### src/rtl/hazard_fwd_ctrl_pkg.sv
// Shared encodings, stage-entry record and match helpers for the hazard/forwarding controller.
package hazard_fwd_ctrl_pkg;

    localparam logic [1:0] FWD_RF    = 2'b00;
    localparam logic [1:0] FWD_M     = 2'b01;
    localparam logic [1:0] FWD_W     = 2'b10;
    localparam logic [1:0] TUSE_NONE = 2'd3;

    typedef enum logic [1:0] {
        MD_NONE = 2'b00,
        MD_MULT = 2'b01,
        MD_DIV  = 2'b10
    } md_op_e;

    typedef struct packed {
        logic [4:0] rs;
        logic [4:0] rt;
        logic [4:0] dst;
        logic [1:0] tnew;
    } stage_t;

    // M wins over W; a result still in flight in M is not yet forwardable.
    function automatic logic [1:0] fwd_sel(input logic [4:0] r, input logic [4:0] m_dst,
                                           input logic [1:0] m_tnew, input logic [4:0] w_dst);
        if (r != 5'd0 && m_dst == r && m_tnew == 2'd0)
            return FWD_M;
        else if (r != 5'd0 && w_dst == r)
            return FWD_W;
        else
            return FWD_RF;
    endfunction

    function automatic logic src_stall(input logic [4:0] r, input logic [1:0] tuse,
                                       input logic [4:0] e_dst, input logic [1:0] e_tnew,
                                       input logic [4:0] m_dst, input logic [1:0] m_tnew);
        if (r == 5'd0 || tuse == TUSE_NONE)
            return 1'b0;
        return (e_dst == r && e_tnew > tuse) || (m_dst == r && m_tnew > tuse);
    endfunction

endpackage

### src/rtl/hazard_fwd_ctrl_md_busy_cnt.sv
// Multiply/divide busy counter: loads the op latency when an MD op leaves D, then counts down.
module md_busy_cnt
    import hazard_fwd_ctrl_pkg::*;
#(
    parameter int MULT_CYC = 5,
    parameter int DIV_CYC  = 10
) (
    input  logic clk,
    input  logic reset_n,
    input  logic start_mult_i,
    input  logic start_div_i,
    output logic busy_o
);

    localparam int MAXC = (MULT_CYC > DIV_CYC) ? MULT_CYC : DIV_CYC;
    localparam int CW   = $clog2(MAXC + 1);

    logic [CW-1:0] cnt_q, cnt_d;

    always_comb begin
        cnt_d = cnt_q;
        if (start_mult_i)
            cnt_d = CW'(MULT_CYC);
        else if (start_div_i)
            cnt_d = CW'(DIV_CYC);
        else if (cnt_q != '0)
            cnt_d = cnt_q - CW'(1);
    end

    always_ff @(posedge clk or negedge reset_n) begin
        if (!reset_n)
            cnt_q <= '0;
        else
            cnt_q <= cnt_d;
    end

    assign busy_o = (cnt_q != '0);

endmodule

### src/rtl/hazard_fwd_ctrl.sv
// Five-stage pipeline hazard controller: tracks E/M/W destinations and Tnew, drives
// D/E forwarding selects, the D-stage stall and the MD busy counter.
module hazard_fwd_ctrl
    import hazard_fwd_ctrl_pkg::*;
#(
    parameter int MD_MULT_CYC = 5,
    parameter int MD_DIV_CYC  = 10
) (
    input  logic       clk,
    input  logic       reset_n,
    input  logic [4:0] d_rs,
    input  logic [4:0] d_rt,
    input  logic [1:0] d_tuse_rs,
    input  logic [1:0] d_tuse_rt,
    input  logic [4:0] d_dst,
    input  logic [1:0] d_tnew,
    input  logic [1:0] d_md_op,
    input  logic       d_md_use,
    output logic       stall,
    output logic [1:0] d_fwd_rs,
    output logic [1:0] d_fwd_rt,
    output logic [1:0] e_fwd_rs,
    output logic [1:0] e_fwd_rt,
    output logic       md_busy
);

    stage_t     e_q, e_d;
    logic [4:0] m_dst_q, m_dst_d;
    logic [1:0] m_tnew_q, m_tnew_d;
    logic [4:0] w_dst_q, w_dst_d;
    logic       data_stall;
    logic       md_start_ok;

    assign data_stall = src_stall(d_rs, d_tuse_rs, e_q.dst, e_q.tnew, m_dst_q, m_tnew_q)
                      | src_stall(d_rt, d_tuse_rt, e_q.dst, e_q.tnew, m_dst_q, m_tnew_q);
    assign stall = data_stall | (d_md_use & md_busy);

    assign d_fwd_rs = fwd_sel(d_rs,   m_dst_q, m_tnew_q, w_dst_q);
    assign d_fwd_rt = fwd_sel(d_rt,   m_dst_q, m_tnew_q, w_dst_q);
    assign e_fwd_rs = fwd_sel(e_q.rs, m_dst_q, m_tnew_q, w_dst_q);
    assign e_fwd_rt = fwd_sel(e_q.rt, m_dst_q, m_tnew_q, w_dst_q);

    // A stalled D instruction becomes a bubble in E; M and W keep draining.
    always_comb begin
        e_d      = stall ? '0 : '{rs: d_rs, rt: d_rt, dst: d_dst, tnew: d_tnew};
        m_dst_d  = e_q.dst;
        m_tnew_d = (e_q.tnew == 2'd0) ? 2'd0 : e_q.tnew - 2'd1;
        w_dst_d  = m_dst_q;
    end

    always_ff @(posedge clk or negedge reset_n) begin
        if (!reset_n) begin
            e_q      <= '0;
            m_dst_q  <= '0;
            m_tnew_q <= '0;
            w_dst_q  <= '0;
        end else begin
            e_q      <= e_d;
            m_dst_q  <= m_dst_d;
            m_tnew_q <= m_tnew_d;
            w_dst_q  <= w_dst_d;
        end
    end

    assign md_start_ok = ~stall;

    md_busy_cnt #(
        .MULT_CYC(MD_MULT_CYC),
        .DIV_CYC (MD_DIV_CYC)
    ) u_md_busy_cnt (
        .clk         (clk),
        .reset_n     (reset_n),
        .start_mult_i(md_start_ok && d_md_op == MD_MULT),
        .start_div_i (md_start_ok && d_md_op == MD_DIV),
        .busy_o      (md_busy)
    );

endmodule

### config.mk
export PLATFORM = sky130hd
export DESIGN_NAME = hazard_fwd_ctrl
export DESIGN_NICKNAME = d
export VERILOG_FILES = /design/src/rtl/hazard_fwd_ctrl_pkg.sv /design/src/rtl/hazard_fwd_ctrl_md_busy_cnt.sv /design/src/rtl/hazard_fwd_ctrl.sv
export SDC_FILE = /design/constraint.sdc
export NUM_CORES = 1
export LEC_CHECK = 0
export ABC_AREA = 1
export CORE_ASPECT_RATIO = 1.5
export CORE_MARGIN = 2
export CORE_UTILIZATION = 60
export DETAILED_ROUTE_END_ITERATION = 7
export DONT_BUFFER_PORTS = 1
export MAX_ROUTING_LAYER = met4
export PLACE_DENSITY = 0.74
export SYNTH_ARGS = -nofsm -noshare
export SYNTH_HDL_FRONTEND = slang
export SYNTH_SLANG_ARGS = --single-unit
export TNS_END_PERCENT = 1
### constraint.sdc
create_clock -name clk -period 3.8 [get_ports clk]
set_clock_uncertainty 0.2 [all_clocks]
set_input_delay 0.76 -clock clk [delete_from_list [all_inputs] [get_ports clk]]
set_output_delay 0.76 -clock clk [all_outputs]
set_load 0.02 [all_outputs]
**Word level (Yosys, flattened, before mapping)**

Index checks and enable logic that the tools add are counted.

- $lt $le $gt $ge: 4
- Eq/ne operators: 14
- Reduce and logical (&&, ||, !) cells: 32
- Muxes and demuxes: 19
- Bitwise operators: 4
- $add $sub $neg: 2

Operators with widths:

| operator | number |
|---|---|
| == test 5 bit | 10 |
| nonzero test 5 bit | 4 |
| logical AND 1 bit | 18 |
| two-way mux 2 bit | 9 |
| two-way mux 17 bit | 1 |
| two-way mux 4 bit | 3 |
| zero test 5 bit | 2 |
| greater-than comparator 2 bit | 4 |
| == test 2 bit, second input constant | 3 |
| two-way mux 1 bit | 6 |
| zero test 2 bit | 2 |
| logical OR 1 bit | 4 |
| nonzero test 4 bit | 1 |
| subtractor 4 x 1 -> 4 bit, second input constant | 1 |
| nonzero test 3 bit | 1 |
| == test 2 x 1 -> 1 bit, second input constant | 1 |
| bitwise OR 1 bit | 2 |
| subtractor 2 x 1 -> 2 bit, second input constant | 1 |
| bitwise AND 1 bit | 1 |
| NOT 1 bit | 1 |

- Input bits: 26
- Bits in registers: 33
- Logic and storage cells: 83
- Output and inout port bits: 10

**Depth between registers and ports, before layout**

- Depth in word-level cells: 10
- Mapped depth: 12
- Depth with buffers taken out: 12

**Cells and area by module**

A second synthesis with hierarchy kept.

- Cells, all modules: 279
- Area, all modules: 2190.9 µm²

Modules (own cells, without submodules):

| module | instances | cells each | sequential area each (µm²) | area each (µm²) |
|---|---|---|---|---|
| hazard_fwd_ctrl | 1 | 247 | 725.7 | 1954.4 |
| md_busy_cnt | 1 | 32 | 100.1 | 236.5 |

**Worst setup path before layout**

OpenSTA, ideal clock, no wires.

- Kind: input to output
- From: input d_rt[0]
- To: output d_fwd_rt[1]
- Cell stages on the path: 6
- Setup slack: 874 ps
- Path buffers: 1
- Required time: 2840 ps
- Arrival time: 1966 ps
- Path through: clkbuf_2 > nor2_1 > nand4_1 > nand4_1 > nor2_1 > nor4_1

- Longest elaborated chain between the ends: 4
- Elaborated cells on any way between the ends: 8
- Those cells by class: 2 x eq/ne; 2 x mux; 4 x reduce/logical

RTL lines:

| item | RTL line | text |
|---|---|---|
| start: declaration | hazard_fwd_ctrl.sv:12 | `input logic [4:0] d_rt,` |
| == test 5 bit, or another cell as far along | hazard_fwd_ctrl_pkg.sv:27 | `else if (r != 5'd0 && w_dst == r)` |
| logical AND 1 bit (on tied branches) | hazard_fwd_ctrl_pkg.sv:27, hazard_fwd_ctrl_pkg.sv:25 |  |
| two-way mux 2 bit / logical AND 1 bit (equally long branches) | hazard_fwd_ctrl_pkg.sv:27, hazard_fwd_ctrl_pkg.sv:25 |  |
| two-way mux 2 bit * | hazard_fwd_ctrl_pkg.sv:25 | `if (r != 5'd0 && m_dst == r && m_tnew == 2'd0)` |
| end: declaration | hazard_fwd_ctrl.sv:21 | `output logic [1:0] d_fwd_rt,` |

Mark *: on every way between the ends. The rest lies on a longest branch, timed or not.

**Final worst setup path**

- From: register m_dst_q[3]
- To: output d_fwd_rs[1]

- Longest elaborated chain between the ends: 4

RTL lines:

| item | RTL line | text |
|---|---|---|
| start: declaration | hazard_fwd_ctrl.sv:28 | `logic [4:0] m_dst_q, m_dst_d;` |
| start signal: assignment | hazard_fwd_ctrl.sv:59 | `m_dst_q <= m_dst_d;` |
| == test 5 bit | hazard_fwd_ctrl_pkg.sv:25 |  |
| logical AND 1 bit (2 in a row) | hazard_fwd_ctrl_pkg.sv:25 |  |
| two-way mux 2 bit | hazard_fwd_ctrl_pkg.sv:25 |  |
| end: declaration | hazard_fwd_ctrl.sv:20 | `output logic [1:0] d_fwd_rs,` |

Every way passes these cells.

==> qor.yml <==
outcome:
  run_status: "complete, no violations"
setup_path:
  end_kind: "output pin"
  start_kind: "flop"
  cp_num_buf_inv: 2
  cp_slowest_cell: "dfrtp_1"
  slowest_delay_ns: 0.46
  path_max_fanout: 5
  critPathKind: "reg -> out"
  path_cells: "inv_1 > nand2_1 > nand2_1 > nor2_1 > nand4_1 > nor2_1 > nor4_1 > buf_4"
  cp.arrival_ns: 1.99
  crit_family: "simple AND/OR/NAND/NOR gates"
  required_ns: 2.84
  r2r_slack_ns: 1.67
pwr:
  pwr-share-comb_pct: 33.5
  switching_power_uw: 419
  cellPowerDensity_nw_per_um2: 494
  seq_power_share_pct: 44.5
  cellLeakagePower_uw: 0.00118
  internal_power_uw: 707
  clkPwrFrac_pct: 22.1
  swShare_pct: 37.2
  ir_worst_vdd_v: 0.000347
  finalPower_uw: 1130
timing:
  rsz0062_at_grt: "no"
  tns_ns: 0
  fin_hold_ws_ns: 0.0988
  worst_pin_slew_ns: 0.516
  setup_viol_count_final: 0
  min_period_over_period_pct: 77.6
  hold_viol_final: 0
  period_minus_slack_ns: 2.95
  drv_slew: 0
  max_freq_mhz: 339
  max_slew_margin_pct: 65.5
synthesis:
  synth_area_leaders: "dfrtp_1 39%, xnor2_1 9.4%, nand2_1 7.9%"
  synth_warnings: 0
  synth_top_area_share_pct: 38.7
  synth_edf_count: 0
  synth_cell_types: 24
  syn_nets: 300
  synth_most_common_cell: "nand2_1"
  avgSynthCellArea_sq_um: 8.05
  netlist_top_cells_count: "45 x nand2_1, 43 x inv_1, 33 x dfrtp_1"
  synth_area_sq_um: 2130
  synth-main-ff-cell: "dfrtp_1"
  syn_inst: 265
  ys_seq_elements: 33
  yosys.area.top_type: "dfrtp_1"
  synth_seq_area_share_pct: 38.7
  synth-async-reset-ratio_pct: 100
clock_network:
  clkSinkCount: 33
  cts.reportedPaths.clkPinSlew_ns: 0.07
  cts_tree: "done"
  htree_levels: 2
  cts_buffers: 5
  clock_path_buffers: 2
  clk-insertion-delay-late_ns: 0.28
  cts-root-buf: "clkbuf_8"
job:
  drv_cap: 0
global_route:
  grt_usage_pct: 25.3
  antenna_found_initial: 0
  grt_max_degree: 34
  grt_pass1_vias: 1620
  grt_pass1_wl_microns: 7160
  grt-ovfl-total: 0
placed_design:
  dpl_cell_area_sq_um: 2170
  portBuffers: 0
  hpwlAfterDp_microns: 3350
  finalWeightedCongestion: 0.932
cells_and_area:
  diodes: 0
  final_area_sq_um: 2280
  final_nets: 306
  drive_gt1_share_pct: 11.0
  fin_util_pct: 66.7
  n_fill_cell: 297
  syn2layout_area_growth_pct: 6.93
die:
  die_h_microns: 77.0
  die-area_sq_um: 4060
  core_area_sq_um: 3420
  initial_core_util_pct: 62.4
  top_level_ports: 36
  core.rowCount: 26
  die_width_microns: 52.7
detailed_routing:
  first_pass_iters: 4
  wl_microns: 4380
  num_vias: 1613
  wl_per_cell_microns: 14.0
  drt_iter0_drc: 35
  drc: 0
  viasPerCell: 5.14
  ant_nets: 0
worst_hold_path:
  min_path_type: "in -> async"
## area by class of cell
class | count | area (sq um) | area share [%]
inverters | 46 | 173 | 7.57
clock buffers | 5 | 68.8 | 3.02
repair buffers | 5 | 50.0 | 2.20
multi-input cells | 180 | 1090 | 47.9
flip-flops and latches | 33 | 826 | 36.2
well taps | 42 | 52.6 | 2.31
clock inverters | 3 | 17.5 | 0.768
## power groups by stage
stage / sequential, uW / combinational (uW) / clock (uW)
2_1_floorplan: 473 / 333 / 0
3_3_place_gp: 506 / 360 / 0
3_5_place_dp: 508 / 366 / 0
4_1_cts: 501 / 378 / 257
5_1_grt: 511 / 433 / 271
6_report: 501 / 377 / 248
## layer usage
layer	GRT usage (%)	wire length [microns]	vias to the layer above
li1	-	-	830
met5	-	0	-
met2	43.1	2380	40
met3	6.03	230	10
met4	10.3	93	0
met1	27.4	1680	733
## stage by stage
step / worst slack, ns / instances
final: 0.852 / 314
after global routing: 0.712 / 314
after CTS: 0.870 / 314
after detailed placement: 0.939 / 305
after global placement: 0.958 / 305
after floorplan: 0.874 / 265
## final timing paths
kind / cells past startpoint / from / end
worst max-delay path: 8 / m_dst_q[3] / d_fwd_rs[1]
worst min-delay path: 1 / reset_n / e_q[0]
worst max register to register: 10 / e_q[1] / u_md_busy_cnt.cnt_q[0]
worst min register to register: 0 / m_dst_d[4] / m_dst_q[4]
max in group asynchronous: 1 / reset_n / w_dst_q[1]
min in group clk: 0 / m_dst_d[4] / m_dst_q[4]
## worst register-to-register path, stage by stage (launching register included)
cell and delay [ns]:
dfrtp_1 0.43, ha_1 0.31, a21oi_1 0.20, a21oi_1 0.06, nand3_1 0.08, nand2_1 0.07, nand2_2 0.08, nand3_4 0.30
nor2_4 0.21, inv_1 0.07, nand2_1 0.06
## state kept, by name (all words and copies together), names as in the netlist
signal               flops
m_dst_q                  5
w_dst_q                  5
m_dst_d                  5
e_q                     12
u_md_busy_cnt.cnt_q      4
m_tnew_q                 2
## cell usage in the layout, fill, tap and decap left out
cell         n
clkbuf_8     5
a21oi_1      8
buf_4        4
nor2_4       2
clkinvlp_4   1
xnor2_1     23
nand3_4      1
nand4_1     12
nor2_1      31
o21ai_0      2
or2_2        1
inv_1       43
xor2_1      18
buf_12       1
nor3b_1      2
nand3_1      6
nor3_1       5
inv_2        3
nor2_2       8
clkinv_2     2
nand2_1     45
ha_1         9
nand2_2      2
dfrtp_1     33
nor4_1       4
or2_0        1
## cell families after synthesis
| family | synth area share, % |
|---|---|
| compound gates | 2.35 |
| xor+xnor | 16.8 |
| fa+ha+maj | 5.28 |
| buf+inv | 10.0 |
| flops | 38.7 |
| simple gates | 26.8 |
## repair_timing
action | in CTS | in global routing
endpoints found under the setup margin | 0 | 0
endpoints found under the hold margin | 33 | 0
gates resized for setup | 0 | 0
hold buffers | 1 | 0
setup buffers | 0 | 0
No activity file was read; power rests on OpenSTA's default activity.
